<file path="config.mk">
export PLATFORM = sky130hd
export DESIGN_NAME = tick_rate_arbiter
export DESIGN_NICKNAME = d
export VERILOG_FILES = /design/src/rtl/tick_rate_arbiter_pkg.sv /design/src/rtl/tick_rate_arbiter_rr_arbiter.sv /design/src/rtl/tick_rate_arbiter.sv
export SDC_FILE = /design/constraint.sdc
export NUM_CORES = 1
export LEC_CHECK = 0
export ABC_CLOCK_PERIOD_IN_PS = 5630
export CORE_ASPECT_RATIO = 1.1
export CORE_MARGIN = 5
export CORE_UTILIZATION = 40
export CTS_CLUSTER_SIZE = 25
export DETAILED_ROUTE_END_ITERATION = 6
export MAX_ROUTING_LAYER = met4
export SLEW_MARGIN = 20
export SYNTH_ARGS = -nofsm -noshare
export SYNTH_HDL_FRONTEND = slang
export SYNTH_SLANG_ARGS = --single-unit
</file>
<file path="constraint.sdc">
create_clock -name clk -period 5.63 [get_ports clk]
set_input_delay 1.126 -clock clk [delete_from_list [all_inputs] [get_ports clk]]
set_output_delay 1.126 -clock clk [all_outputs]
set_load 0.02 [all_outputs]
</file>
<file path="src/rtl/tick_rate_arbiter_pkg.sv">
// Shared definitions for the tick-rate arbiter: FSM encoding and the reset rate.
// DEFAULT_HALF_1HZ is the half-period that gives 1 Hz from a 100 MHz clock.
package tick_rate_arbiter_pkg;

    typedef enum logic [0:0] {
        ST_IDLE = 1'b0,
        ST_PEND = 1'b1
    } state_e;

    localparam int unsigned DEFAULT_HALF_1HZ = 32'd50_000_000;

endpackage

</file>
<file path="src/rtl/tick_rate_arbiter_rr_arbiter.sv">
// Combinational round-robin picker: the first asserted request at or after ptr_i wins.
module rr_arbiter #(
    parameter int NREQ = 3
) (
    input  logic [NREQ-1:0]         req_i,
    input  logic [$clog2(NREQ)-1:0] ptr_i,
    output logic [NREQ-1:0]         gnt_o,
    output logic [$clog2(NREQ)-1:0] idx_o,
    output logic                    valid_o
);

    localparam int IDW = $clog2(NREQ);

    // Walk the requests starting at the pointer and stop at the first hit.
    always_comb begin
        int cand;
        cand    = 0;
        gnt_o   = '0;
        idx_o   = '0;
        valid_o = 1'b0;
        for (int k = 0; k < NREQ; k++) begin
            cand = (int'(ptr_i) + k) % NREQ;
            if (!valid_o && req_i[cand[IDW-1:0]]) begin
                valid_o                = 1'b1;
                idx_o                  = cand[IDW-1:0];
                gnt_o[cand[IDW-1:0]]   = 1'b1;
            end else begin
                valid_o = valid_o;
            end
        end
    end

endmodule

</file>
<file path="src/rtl/tick_rate_arbiter.sv">
// Programmable clock divider shared by NREQ rate requesters; a rate change is
// captured by round-robin arbitration and committed only on a counter boundary.
module tick_rate_arbiter
    import tick_rate_arbiter_pkg::*;
#(
    parameter int          NREQ         = 3,
    parameter int          CNT_W        = 32,
    parameter int unsigned DEFAULT_HALF = DEFAULT_HALF_1HZ
) (
    input  logic                    clk,
    input  logic                    rst,
    input  logic                    en,
    input  logic [NREQ-1:0]         req,
    input  logic [NREQ*CNT_W-1:0]   half_period,
    output logic [NREQ-1:0]         gnt,
    output logic [$clog2(NREQ)-1:0] active_id,
    output logic                    busy,
    output logic                    clkout,
    output logic                    tick
);

    localparam int IDW = $clog2(NREQ);

    state_e             state_q, state_d;
    logic [CNT_W-1:0]   cnt_q, cnt_d;
    logic [CNT_W-1:0]   cur_half_q, cur_half_d;
    logic [CNT_W-1:0]   nxt_half_q, nxt_half_d;
    logic [IDW-1:0]     nxt_id_q, nxt_id_d;
    logic [NREQ-1:0]    nxt_oh_q, nxt_oh_d;
    logic [IDW-1:0]     ptr_q, ptr_d;
    logic [IDW-1:0]     active_q, active_d;
    logic [NREQ-1:0]    gnt_q, gnt_d;
    logic               busy_q, busy_d;
    logic               clkout_q, clkout_d;
    logic               tick_q, tick_d;

    logic [CNT_W-1:0]   eff_half_s;
    logic               boundary_s;
    logic [NREQ-1:0]    arb_gnt_s;
    logic [IDW-1:0]     arb_idx_s;
    logic               arb_valid_s;

    rr_arbiter #(.NREQ(NREQ)) u_rr (
        .req_i   (req),
        .ptr_i   (ptr_q),
        .gnt_o   (arb_gnt_s),
        .idx_o   (arb_idx_s),
        .valid_o (arb_valid_s)
    );

    // A programmed half-period of 0 behaves as 1 so the counter always has a boundary.
    assign eff_half_s = (cur_half_q == '0) ? CNT_W'(1) : cur_half_q;
    assign boundary_s = en && (cnt_q == eff_half_s - CNT_W'(1));

    // Divider, capture and commit next-state logic.
    always_comb begin
        state_d    = state_q;
        cnt_d      = cnt_q;
        cur_half_d = cur_half_q;
        nxt_half_d = nxt_half_q;
        nxt_id_d   = nxt_id_q;
        nxt_oh_d   = nxt_oh_q;
        ptr_d      = ptr_q;
        active_d   = active_q;
        gnt_d      = '0;
        busy_d     = busy_q;
        clkout_d   = clkout_q;
        tick_d     = boundary_s & ~clkout_q;

        if (boundary_s) begin
            cnt_d    = '0;
            clkout_d = ~clkout_q;
        end else if (en) begin
            cnt_d    = cnt_q + CNT_W'(1);
        end else begin
            cnt_d    = cnt_q;
        end

        case (state_q)
            ST_IDLE: begin
                if (arb_valid_s) begin
                    nxt_half_d = half_period[int'(arb_idx_s)*CNT_W +: CNT_W];
                    nxt_id_d   = arb_idx_s;
                    nxt_oh_d   = arb_gnt_s;
                    busy_d     = 1'b1;
                    state_d    = ST_PEND;
                end else begin
                    state_d    = ST_IDLE;
                end
            end
            ST_PEND: begin
                // Committing with the toggle gives the new rate a full first phase.
                if (boundary_s || !en) begin
                    cur_half_d = nxt_half_q;
                    active_d   = nxt_id_q;
                    cnt_d      = '0;
                    gnt_d      = nxt_oh_q;
                    busy_d     = 1'b0;
                    ptr_d      = (nxt_id_q == IDW'(NREQ-1)) ? '0 : nxt_id_q + IDW'(1);
                    state_d    = ST_IDLE;
                end else begin
                    state_d    = ST_PEND;
                end
            end
            default: begin
                state_d = ST_IDLE;
            end
        endcase
    end

    // State and output registers.
    always_ff @(posedge clk or negedge rst) begin
        if (!rst) begin
            state_q    <= ST_IDLE;
            cnt_q      <= '0;
            cur_half_q <= CNT_W'(DEFAULT_HALF);
            nxt_half_q <= '0;
            nxt_id_q   <= '0;
            nxt_oh_q   <= '0;
            ptr_q      <= '0;
            active_q   <= '0;
            gnt_q      <= '0;
            busy_q     <= 1'b0;
            clkout_q   <= 1'b0;
            tick_q     <= 1'b0;
        end else begin
            state_q    <= state_d;
            cnt_q      <= cnt_d;
            cur_half_q <= cur_half_d;
            nxt_half_q <= nxt_half_d;
            nxt_id_q   <= nxt_id_d;
            nxt_oh_q   <= nxt_oh_d;
            ptr_q      <= ptr_d;
            active_q   <= active_d;
            gnt_q      <= gnt_d;
            busy_q     <= busy_d;
            clkout_q   <= clkout_d;
            tick_q     <= tick_d;
        end
    end

    assign gnt       = gnt_q;
    assign active_id = active_q;
    assign busy      = busy_q;
    assign clkout    = clkout_q;
    assign tick      = tick_q;

endmodule

</file>
Word level (Yosys, flattened, before mapping)
Cells that the tools add are included.
Storage, ports and cells
  input port bits: 102
  word-level logic and storage cells: 85
  register bits: 112
Operators by class
  equality and inequality tests: 4
  $lt $le $gt $ge: 6
  reduce and logical (&&, ||, !) cells: 14
  bitwise logic cells: 5
  shifts and indexed selects: 1
  muxes and demuxes: 35
  add/sub/neg operators: 5
  div/mod/pow operators: 3
Operator list (number)
  two-way mux 32 bit: 5
  variable part select 96 x 8 -> 32 bit: 1
  modulo 32 x 3 -> 32 bit (second input constant): 2
  adder 32 x 1 -> 32 bit (second input constant): 1
  equality test 32 bit: 1
  zero test 32 bit: 1
  modulo 3 x 3 -> 32 bit (second input constant): 1
  subtractor 32 x 1 -> 32 bit (second input constant): 1
  two-way mux 3 bit: 5
  two-way mux 1 bit: 13
  less-than comparator 2 x 3 -> 1 bit (second input constant): 3
  two-way mux 2 bit: 4
  binary-select mux 1 bit (select 2 bit): 3
  demux 1 bit (select 2 bit): 3
  greater-or-equal comparator 2 x 1 -> 1 bit (second input constant): 3
  logical AND 1 bit: 6
  OR 3 bit: 2
  AND reduction 2 bit: 3
  case mux 1 bit (2 select lines): 2
  adder 2 x 1 -> 3 bit (second input constant): 1
  adder 2 x 2 -> 3 bit (second input constant): 1
  zero test 1 bit: 3
  adder 2 x 1 -> 2 bit (second input constant): 1
  equality test 2 bit (second input constant): 1
  other kinds (5): 6

Longest topological paths before layout
Gate-level depths: netlist of run 1.
  depth after elaboration: 12
  mapped depth: 17

By module
A second synthesis of run 1 with hierarchy kept.
Unflattened totals
  cell total of the unflattened synthesis: 921
  area total of the unflattened synthesis: 7608.5 um2
Modules (own cells, without submodules)
  tick_rate_arbiter: times used 1, area each 7260.7 um2, cells each 868, sequential area each 2817.7 um2
  rr_arbiter: times used 1, area each 347.8 um2, cells each 53, sequential area each 0.0 um2

Least setup slack after synthesis of run 1
No wires, ideal clock.
  path type: reg-to-reg
  from: register cur_half_q[2]
  to: register ptr_q[0]
  setup time: 0.124 ns
  period minus slack after synthesis: 3.971 ns
  setup slack: 1.659 ns
  arrival time: 3.847 ns
  stages on the path, launching flop included: 17
  cells stage by stage: dfrtp_1 clkbuf_1 nor4_4 nand2_1 nor4_1 nor2_1 ha_1 nor3b_2 and4_1 and3_1 o21ai_0 a31oi_1 a211o_1 clkbuf_1 clkbuf_1 a221o_1 a211o_1
On the way
  longest elaborated chain between the ends: 7
RTL lines
  from (decl): line tick_rate_arbiter.sv:26  | logic [CNT_W-1:0] cur_half_q, cur_half_d;
  from (signal assigned): line tick_rate_arbiter.sv:116  | cur_half_q <= CNT_W'(DEFAULT_HALF);
  from (signal assigned): line tick_rate_arbiter.sv:129  | cur_half_q <= cur_half_d;
  zero test 32 bit: line tick_rate_arbiter.sv:52  | assign eff_half_s = (cur_half_q == '0) ? CNT_W'(1) : cur_half_q;
  two-way mux 32 bit *: line tick_rate_arbiter.sv:52
  subtractor 32 x 1 -> 32 bit *: line tick_rate_arbiter.sv:53  | assign boundary_s = en && (cnt_q == eff_half_s - CNT_W'(1));
  equality test 32 bit *: line tick_rate_arbiter.sv:53
  logical AND 1 bit *: line tick_rate_arbiter.sv:53
  logical OR 1 bit *: line tick_rate_arbiter.sv:93  | if (boundary_s || !en) begin
  AND reduction 2 bit (no source line) *
  to (signal assigned): line tick_rate_arbiter.sv:133  | ptr_q <= ptr_d;
  to (decl): line tick_rate_arbiter.sv:30  | logic [IDW-1:0] ptr_q, ptr_d;
Every way passes the cells marked *; elsewhere a longest branch is shown, timed or not.
A chain may end at the register's enable or synchronous reset.

Worst setup path after layout of run 1
  from: register cur_half_q[26]
  to: register cnt_q[7]
On the way
  longest elaborated chain between the ends: 8
RTL lines
  zero test 32 bit: line tick_rate_arbiter.sv:52
  two-way mux 32 bit *: line tick_rate_arbiter.sv:52
  subtractor 32 x 1 -> 32 bit *: line tick_rate_arbiter.sv:53
  equality test 32 bit *: line tick_rate_arbiter.sv:53
  logical AND 1 bit *: line tick_rate_arbiter.sv:53
  two-way mux 32 bit or logical OR 1 bit (tied branches): line tick_rate_arbiter.sv:70, tick_rate_arbiter.sv:93
  two-way mux 32 bit: line tick_rate_arbiter.sv:93
  two-way mux 32 bit *: line tick_rate_arbiter.sv:79  | case (state_q)
  named net cnt_d[7]: line tick_rate_arbiter.sv:25  | logic [CNT_W-1:0] cnt_q, cnt_d;
  to (signal assigned): line tick_rate_arbiter.sv:128  | cnt_q <= cnt_d;
  to (decl): line tick_rate_arbiter.sv:25
The timed path passes the listed nets; every way through them passes the cells marked *.

==> results of run 1 <==
[Yosys cell counts (14+ instances only)]
cell type	number	area, sq um
nand2_1	103	387
nor4_1	17	106
xor2_1	31	272
nor3_1	48	240
clkbuf_1	64	240
xnor2_1	39	342
nand3_1	49	245
and2_1	37	231
nand4_1	14	87.6
nor2_1	76	285
mux2i_1	34	340
inv_1	16	60.1
o21ai_0	77	385
a21oi_1	49	245
or4_1	35	263
dfrtp_1	100	2500
a222oi_1	33	330
[flip-flops by register name, summed over array words and instances, names as in the netlist]
name,count
active_id,2
busy,1
clkout,1
cnt_q,32
cur_half_q,32
gnt,3
nxt_half_q,32
nxt_id_q,2
nxt_oh_q,3
ptr_q,2
state_q,1
tick,1
[final cells by class]
type	instances	area, sq um
Fill cell	1944	10200
Clock inverter	6	75.1
Inverter	17	63.8
Sequential cell	112	2820
Clock buffer	10	239
Multi-Input combinational cell	758	4860
Timing Repair Buffer	128	1230
Tap cell	252	315
[worst max-delay path, delay by kind of cell, from the launching register on]
family / cells / cell delay (ns)
compound gates: 2 / 0.60
xor+xnor: 1 / 0.17
fa+ha+maj: 1 / 0.26
buf+inv: 3 / 0.81
flops: 1 / 0.45
simple gates: 8 / 2.33
[cell families after synthesis]
logic type	after synthesis
simple gates	435
compound gates	207
flops	112
buf+inv	97
xor+xnor	70
mux	39
fa+ha+maj	7
[stage by stage]
step	hold WS, ns	power (mW)
5_1_grt	0.537	4.09
3_3_place_gp	0.462	3.07
4_1_cts	0.499	3.79
6_report	0.492	3.76
2_1_floorplan	0.450	2.60
3_5_place_dp	0.479	3.09
[path summary, 6_finish.rpt]
path | start | end | slack, ns | cells after the start
max | cur_half_q[26] | cnt_q[7] | 0.82 | 15
max reg2reg | cur_half_q[26] | cnt_q[7] | 0.82 | 15
max in group asynchronous | rst | cur_half_q[31] | 3.59 | 2
min reg2reg | nxt_oh_q[2] | nxt_oh_q[2] | 0.49 | 2
min in group asynchronous | rst | nxt_half_q[5] | 0.81 | 1
min | nxt_oh_q[2] | nxt_oh_q[2] | 0.49 | 2
[metal layers]
layer / up-vias / GRT usage / part of all wire
met5: - / - / 0
met4: 0 / 0.0424 / 0.012
met3: 25 / 0.0294 / 0.054
met2: 240 / 0.290 / 0.45
met1: 3464 / 0.290 / 0.48
li1: 3677 / - / -
[power groups by stage]
stage	Combinational, mW	Clock [mW]	Sequential (mW)
floorplan	1.28	0	1.32
global placement	1.62	0	1.45
detailed placement	1.63	0	1.46
CTS	1.64	0.704	1.44
global route	1.86	0.739	1.49
finish	1.63	0.682	1.45
==> summary.json, run 1 <==
{
  "synth-xor-area-share": 0.0762,
  "post_detailed_placement_cell_area_sq_mm": 0.00928,
  "ys_ff_latch": 112,
  "worstSkewPairLatency_ns": 0.36,
  "max_slew.worst_pin.slew_ns": 0.984,
  "cp_slowest_stage_delay_ns": 0.74,
  "globalRoute.totalOverflow": 0,
  "synth_seq_area_share": 0.350,
  "sw_frac_of_total": 0.424,
  "die_height_microns": 159,
  "design.core.area_sq_mm": 0.0198,
  "initial_antenna_violation_count": 0,
  "viasPerCell": 5.77,
  "post_cts_setup_buffers": 0,
  "number_of_maximum_capacitance_violations": 0,
  "synthSimpleGateAreaFrac": 0.291,
  "setup_repair_after_global_routing_missed_its_margin": "no",
  "cts.root.buffer_cell": "clkbuf_16",
  "avgRoutedWirePerCell_microns": 17.5,
  "grt_pass1_wl_microns": 37500,
  "postSynth.topFlopCell": "dfrtp_1",
  "synth-warning-count": 0,
  "setup_slack_ns": 0.819,
  "cts_num_sinks": 112,
  "setup.worst_path.start_class": "flop",
  "cts_max_path_buffers": 2,
  "critical_path_class": "flop to flop",
  "internal_power_mw": 2.17,
  "drt.antenna.violating_nets": 0,
  "die_area_sq_mm": 0.0230,
  "final.setup.tns_ns": 0,
  "adder_and_majority_cell_fraction_of_the_synthesized_area": 0.0106,
  "cts_tree": "done",
  "grt_max_degree": 73,
  "die_x_microns": 145,
  "power.share.combinational": 0.434,
  "crit_path_top_delay_cell": "or4_2",
  "detailroute.via_count": 7406,
  "drive_above_1_share": 0.0718,
  "p_sw_mw": 1.60,
  "cts-hold-fix-buffers": 0,
  "detail_route.iter0.violations": 705,
  "fin_util": 0.485,
  "tritoncts.num_buffers": 9,
  "place_hpwl_microns": 16200,
  "run_status": "finished clean",
  "yosys.cell_types.count": 72,
  "critical_path_arrival_ns": 5.00,
  "critical_path_most_common_cell": "buf_4",
  "dr.pass1.iters": 7,
  "fin_crit_sh": 0.855,
  "place_ws_ns": 0.865,
  "cts_max_level": 3,
  "dpl.cell_count": 1267,
  "drt_drc_violations_left": 0,
  "post_cts.resized_instances": 0,
  "drv_slew": 0,
  "relSlewSlack": 0.344,
  "ys_async_sr_fraction": 1.00,
  "setup_viol": 0,
  "final_cell_count_no_fill": 1283,
  "gp_congestion": 0.930,
  "path_max_fanout": 31,
  "p_per_area_mw_per_mm2": 392,
  "power.share.clock": 0.181,
  "grt_use_total": 0.198,
  "crit_path_cell_trace": "nor3_1, nand4b_1, nor4_1, buf_4, nor2_1, ha_1, nor3b_2, xnor2_1, a2111oi_0, o2111ai_1, or4_2, buf_4, nor4_4, buf_4, nor3_1",
  "ios": 110,
  "finish.instance_area_sq_mm": 0.00961,
  "diodes": 0,
  "mostFrequentLayoutCell": "clkdlybuf4s50_1",
  "share_seq_of_total_power": 0.384,
  "worstHoldPathType": "flop to flop",
  "syn_to_final_growth_pct": 19.4,
  "finClkSkew_ns": 0.0113,
  "synth_area_per_cell_sq_um": 8.32,
  "cts.clk_slew.worst_paths_ns": 0.08,
  "layout_common_cells": "108 x clkdlybuf4s50_1, 103 x nand2_1, 100 x dfrtp_1, 77 x o21ai_0, 75 x nor2_1",
  "hold_viol": 0,
  "first_global_vias": 7033,
  "std_cell_rows": 54,
  "synth_edf_count": 0,
  "final_period_minus_worst_setup_slack_ns": 4.81,
  "static-leakage-power_nw": 3.49,
  "synth_top_family_by_area": "simple AND/OR/NAND/NOR gates",
  "synth-compound-area-share": 0.172,
  "synth_fp_nets": 1075,
  "worst-endpoint-required_ns": 5.82,
  "ir_drop_worst_vdd_uv": 420,
  "synthCells": 967,
  "max_freq_mhz": 208,
  "port_buffers": 109,
  "synthMuxAreaShare": 0.0498,
  "netlist_area_pre_place_sq_mm": 0.00804,
  "postRouteWirelength_microns": 22500,
  "nNetsFinal": 1134,
  "starting_density_of_the_core": 0.406,
  "cp_endpoint_kind": "flop"
}
(Power assumes the default switching activity.)
==> run 2, diff against run 1 <==
Settings changed: ABC_CLOCK_PERIOD_IN_PS 5630 to 5100.
Clock period 5.63 ns to 5.1 ns, I/O delays scaled along.
==> summary.json, run 2 (synthesis gave the netlist of run 1 again) <==
{
  "post_cts_setup_buffers": 0,
  "cts-hold-fix-buffers": 0,
  "grt_pass1_wl_microns": 37600,
  "postRouteWirelength_microns": 22800,
  "crit_path_cell_trace": "nor3_1, nand4b_1, nor4_1, buf_4, nor2_1, ha_1, nor3b_2, xnor2_1, a2111oi_0, o2111ai_1, or4_2, buf_4, or4_1, nand3_1",
  "fillers": 1912,
  "cp_endpoint_kind": "flop",
  "final.setup.tns_ns": 0,
  "starting_density_of_the_core": 0.406,
  "initial_antenna_violation_count": 0,
  "avgRoutedWirePerCell_microns": 17.7,
  "cts_max_level": 3,
  "gp_congestion": 0.931,
  "totalPowerFinal_mw": 4.12,
  "cts.root.buffer_cell": "clkbuf_16",
  "max_slew.worst_pin.slew_ns": 1.00,
  "cts_num_sinks": 112,
  "critical_path_most_common_cell": "buf_4",
  "die_height_microns": 159,
  "hold_viol": 0,
  "largestRegisters": "cnt_q (32), cur_half_q (32), nxt_half_q (32)",
  "cts_tree": "done",
  "syn_to_final_growth_pct": 20.3,
  "run_status": "finished clean",
  "p_per_area_mw_per_mm2": 426,
  "die_area_sq_mm": 0.0230,
  "ir_drop_worst_vdd_uv": 400,
  "layout_common_cells": "108 x clkdlybuf4s50_1, 103 x nand2_1, 100 x dfrtp_1, 77 x o21ai_0, 75 x nor2_1",
  "std_cell_rows": 54,
  "critical_path_arrival_ns": 4.91,
  "worstHoldPathType": "flop to flop",
  "place_ws_ns": 0.499,
  "grt_max_degree": 81,
  "drt.antenna.violating_nets": 0,
  "setup.worst_path.start_class": "flop",
  "drt_drc_violations_left": 0,
  "first_global_vias": 6958,
  "max_freq_mhz": 217,
  "cts.clk_slew.worst_paths_ns": 0.08,
  "critPathBufInv": 2,
  "reg_area_sq_mm": 0.00282,
  "setup_repair_after_global_routing_missed_its_margin": "no",
  "nNetsFinal": 1141,
  "setup_viol": 0,
  "drv_slew": 0,
  "fin_worst_hold_slack_ns": 0.487,
  "fin_crit_sh": 0.904,
  "place_hpwl_microns": 16300,
  "cts_max_path_buffers": 2,
  "final_period_minus_worst_setup_slack_ns": 4.61,
  "finClkSkew_ns": 0.0100,
  "detailroute.via_count": 7463,
  "mostFrequentLayoutCell": "clkdlybuf4s50_1",
  "worstSkewPairLatency_ns": 0.37,
  "post_cts.resized_instances": 0,
  "diodes": 0,
  "critical_path_class": "flop to flop",
  "tritoncts.num_buffers": 9,
  "detail_route.iter0.violations": 803,
  "post_detailed_placement_cell_area_sq_mm": 0.00939,
  "design.core.area_sq_mm": 0.0198,
  "grt_use_total": 0.200,
  "drive_above_1_share": 0.0771,
  "cp_slowest_stage_delay_ns": 0.83,
  "ios": 110,
  "crit_path_top_delay_cell": "or4_2",
  "crit_family": "simple AND/OR/NAND/NOR gates",
  "finish.instance_area_sq_mm": 0.00967,
  "die_x_microns": 145,
  "static-leakage-power_nw": 3.53,
  "multiInputGateArea_sq_mm": 0.00485,
  "setup_slack_ns": 0.490,
  "port_buffers": 109,
  "viasPerCell": 5.79,
  "relSlewSlack": 0.331,
  "path_max_fanout": 23,
  "worst-endpoint-required_ns": 5.40,
  "globalRoute.totalOverflow": 0,
  "number_of_maximum_capacitance_violations": 0,
  "dr.pass1.iters": 6
}
[run 2: worst paths after layout]
path | start | to | slack [ns] | cells after the start
max in group asynchronous | rst | cur_half_q[25] | 3.38 | 2
hold / removal | nxt_oh_q[2] | nxt_oh_q[2] | 0.49 | 2
hold reg to reg | nxt_oh_q[2] | nxt_oh_q[2] | 0.49 | 2
setup / recovery | cur_half_q[26] | cur_half_q[18] | 0.49 | 14
setup reg to reg | cur_half_q[26] | cur_half_q[18] | 0.49 | 14
min in group asynchronous | rst | cnt_q[2] | 0.69 | 1
[run 2: tightest hold or removal path: stages (launching register included)]
cell and delay [ns]:
dfrtp_1 0.35, nand2_1 0.05, o21ai_0 0.06
[run 2: layout make-up]
type | count | area share
Sequential cell | 112 | 0.291
Clock buffer | 10 | 0.0237
Timing Repair Buffer | 135 | 0.138
Clock inverter | 6 | 0.00543
Multi-Input combinational cell | 758 | 0.502
Tap cell | 252 | 0.0326
Inverter | 17 | 0.00660
[run 2: per-stage QoR]
step | util | std cells
6_report | 0.488 | 1290
5_1_grt | 0.488 | 1290
4_1_cts | 0.488 | 1290
3_5_place_dp | 0.474 | 1274
3_3_place_gp | 0.474 | 1274
2_1_floorplan | - | 967
[run 2: power breakdown]
part / switching, mW / total [mW] / internal, mW / leakage (nW)
Combinational: 1.03 / 1.82 / 0.794 / 2.03
Sequential: 0.384 / 1.59 / 1.20 / 1.36
Clock: 0.369 / 0.709 / 0.341 / 0.136
[run 2: metal layers]
| metal | vias up | track usage | routed length (microns) |
|---|---|---|---|
| met5 | - | - | 0 |
| met4 | 0 | 0.0424 | 278 |
| met3 | 20 | 0.0265 | 1220 |
| met2 | 250 | 0.301 | 10400 |
| met1 | 3490 | 0.291 | 11000 |
| li1 | 3703 | - | - |
==> run 3, diff against run 2 <==
Settings changed: CORE_ASPECT_RATIO 1.1 to default.
==> summary.json, run 3 (synthesis gave the netlist of run 1 again) <==
{
  "run_status": "finished clean",
  "final.setup.tns_ns": 0,
  "reg2reg_depth": 14,
  "drv_slew": 0,
  "nNetsFinal": 1136,
  "grt_max_degree": 73,
  "critical_path_class": "flop to flop",
  "cts.root.buffer_cell": "clkbuf_16",
  "design.core.area_sq_mm": 0.0197,
  "path_max_fanout": 72,
  "setup.worst_path.start_class": "flop",
  "dr.pass1.iters": 5,
  "finish.instance_area_sq_mm": 0.00962,
  "layout_common_cells": "108 x clkdlybuf4s50_1, 103 x nand2_1, 100 x dfrtp_1, 77 x o21ai_0, 75 x nor2_1",
  "drt_drc_violations_left": 0,
  "crit_family": "simple AND/OR/NAND/NOR gates",
  "die_height_microns": 152,
  "first_global_vias": 6786,
  "p_per_area_mw_per_mm2": 430,
  "syn_to_final_growth_pct": 19.6,
  "cts_max_path_buffers": 2,
  "gp_congestion": 0.937,
  "avgRoutedWirePerCell_microns": 17.3,
  "post_detailed_placement_cell_area_sq_mm": 0.00931,
  "regToRegStartpoint": "cur_half_q[0]",
  "detailroute.via_count": 7424,
  "worst_r2r_endpoint": "cnt_q[1]",
  "totalPowerFinal_mw": 4.14,
  "fin_crit_sh": 0.917,
  "setup_viol": 0,
  "setup_slack_ns": 0.424,
  "std_cell_rows": 51,
  "final_period_minus_worst_setup_slack_ns": 4.68,
  "max_freq_mhz": 214,
  "critical_path_arrival_ns": 4.93,
  "worstHoldPathType": "flop to flop",
  "grt_pass1_wl_microns": 36500,
  "starting_density_of_the_core": 0.409,
  "drt.antenna.violating_nets": 0,
  "max_slew.worst_pin.slew_ns": 0.995,
  "globalRoute.totalOverflow": 0,
  "crit_path_top_delay_cell": "or4_2",
  "static-leakage-power_nw": 3.50,
  "number_of_maximum_capacitance_violations": 0,
  "drive_above_1_share": 0.0736,
  "ir_drop_worst_vdd_uv": 373,
  "cp_slowest_stage_delay_ns": 0.55,
  "tritoncts.num_buffers": 9,
  "cts_max_level": 3,
  "grt_use_total": 0.203,
  "cp_endpoint_kind": "flop",
  "mostFrequentLayoutCell": "clkdlybuf4s50_1",
  "cts.clk_slew.worst_paths_ns": 0.08,
  "cts_tree": "done",
  "finClkSkew_ns": 0.0139,
  "die_area_sq_mm": 0.0230,
  "initial_antenna_violation_count": 0,
  "hold_viol": 0,
  "place_ws_ns": 0.461,
  "cts_num_sinks": 112,
  "place_hpwl_microns": 16000,
  "viasPerCell": 5.72,
  "critical_path_cell_count": 14,
  "die_x_microns": 152,
  "postRouteWirelength_microns": 22500,
  "worst-endpoint-required_ns": 5.35,
  "critical_path_most_common_cell": "buf_4",
  "setup.reg_to_reg.worst_slack_ns": 0.42,
  "diodes": 0,
  "critPathLaunch": "cur_half_q[0]",
  "relSlewSlack": 0.336,
  "crit_path_cell_trace": "nor4_4, nand2_1, nor4_1, buf_4, nor2_1, ha_1, nor3b_2, xnor2_1, a2111oi_0, o2111ai_1, or4_2, buf_4, or3_1, a32o_1",
  "setup_repair_after_global_routing_missed_its_margin": "no",
  "crit_path_end": "cnt_q[1]",
  "worstSkewPairLatency_ns": 0.36,
  "critPathBufInv": 2,
  "cts-hold-fix-buffers": 0,
  "detail_route.iter0.violations": 900,
  "largestRegisters": "cnt_q (32), cur_half_q (32), nxt_half_q (32)",
  "port_buffers": 109,
  "ios": 110
}
run 3: what timing repair did:
action / in CTS / in global routing
setup buffers: 0 / 1
resized for setup: 0 / 1
endpoints found under the setup margin: 0 / 29
run 3: power breakdown:
group	total, mW	switching [mW]	leakage (nW)	internal, mW
clock	0.700	0.348	0.146	0.353
combinational	1.83	1.03	1.99	0.793
sequential	1.61	0.408	1.36	1.20
total	4.14	1.79	3.50	2.35
run 3: stage by stage:
step,hold WS (ns),util,instances
global route,0.524,0.489,1298
CTS,0.494,0.488,1297
global placement,0.476,0.474,1281
floorplan,0.450,-,967
detailed placement,0.474,0.474,1281
finish,0.488,0.489,1298
run 3: how the worst min path moves through the flow:
stage	start	endpoint	slack [ns]	depth (start not counted)
final	nxt_oh_q[2]	nxt_oh_q[2]	0.49	2
after global routing	nxt_oh_q[1]	nxt_oh_q[1]	0.52	2
after CTS	nxt_oh_q[2]	nxt_oh_q[2]	0.49	2
after detailed placement	nxt_oh_q[1]	nxt_oh_q[1]	0.47	2
after global placement	nxt_oh_q[1]	nxt_oh_q[1]	0.48	2
after floorplan	nxt_oh_q[1]	nxt_oh_q[1]	0.45	2
run 3: final cells by class:
cell class              count  area (sq um)
inverters                  17          63.8
clock buffers              10           239
repair buffers            130          1250
clock inverters             6          50.0
fillers                  1969         10000
multi-input cells         758          4860
well taps                 265           332
flip-flops and latches    112          2820
run 3: metal layers:
layer,track usage,up-vias,part of all wire
met3,0.0259,18,0.059
li1,-,3682,-
met5,-,-,0
met1,0.306,3483,0.50
met2,0.289,241,0.43
met4,0.0481,0,0.011
run 3: worst min-delay path, delay by kind of cell, from the launching register on:
family	cells	cell delay, ns
AOI/OAI and AO/OA	1	0.06
DFF	1	0.35
and+or+nand+nor	1	0.05
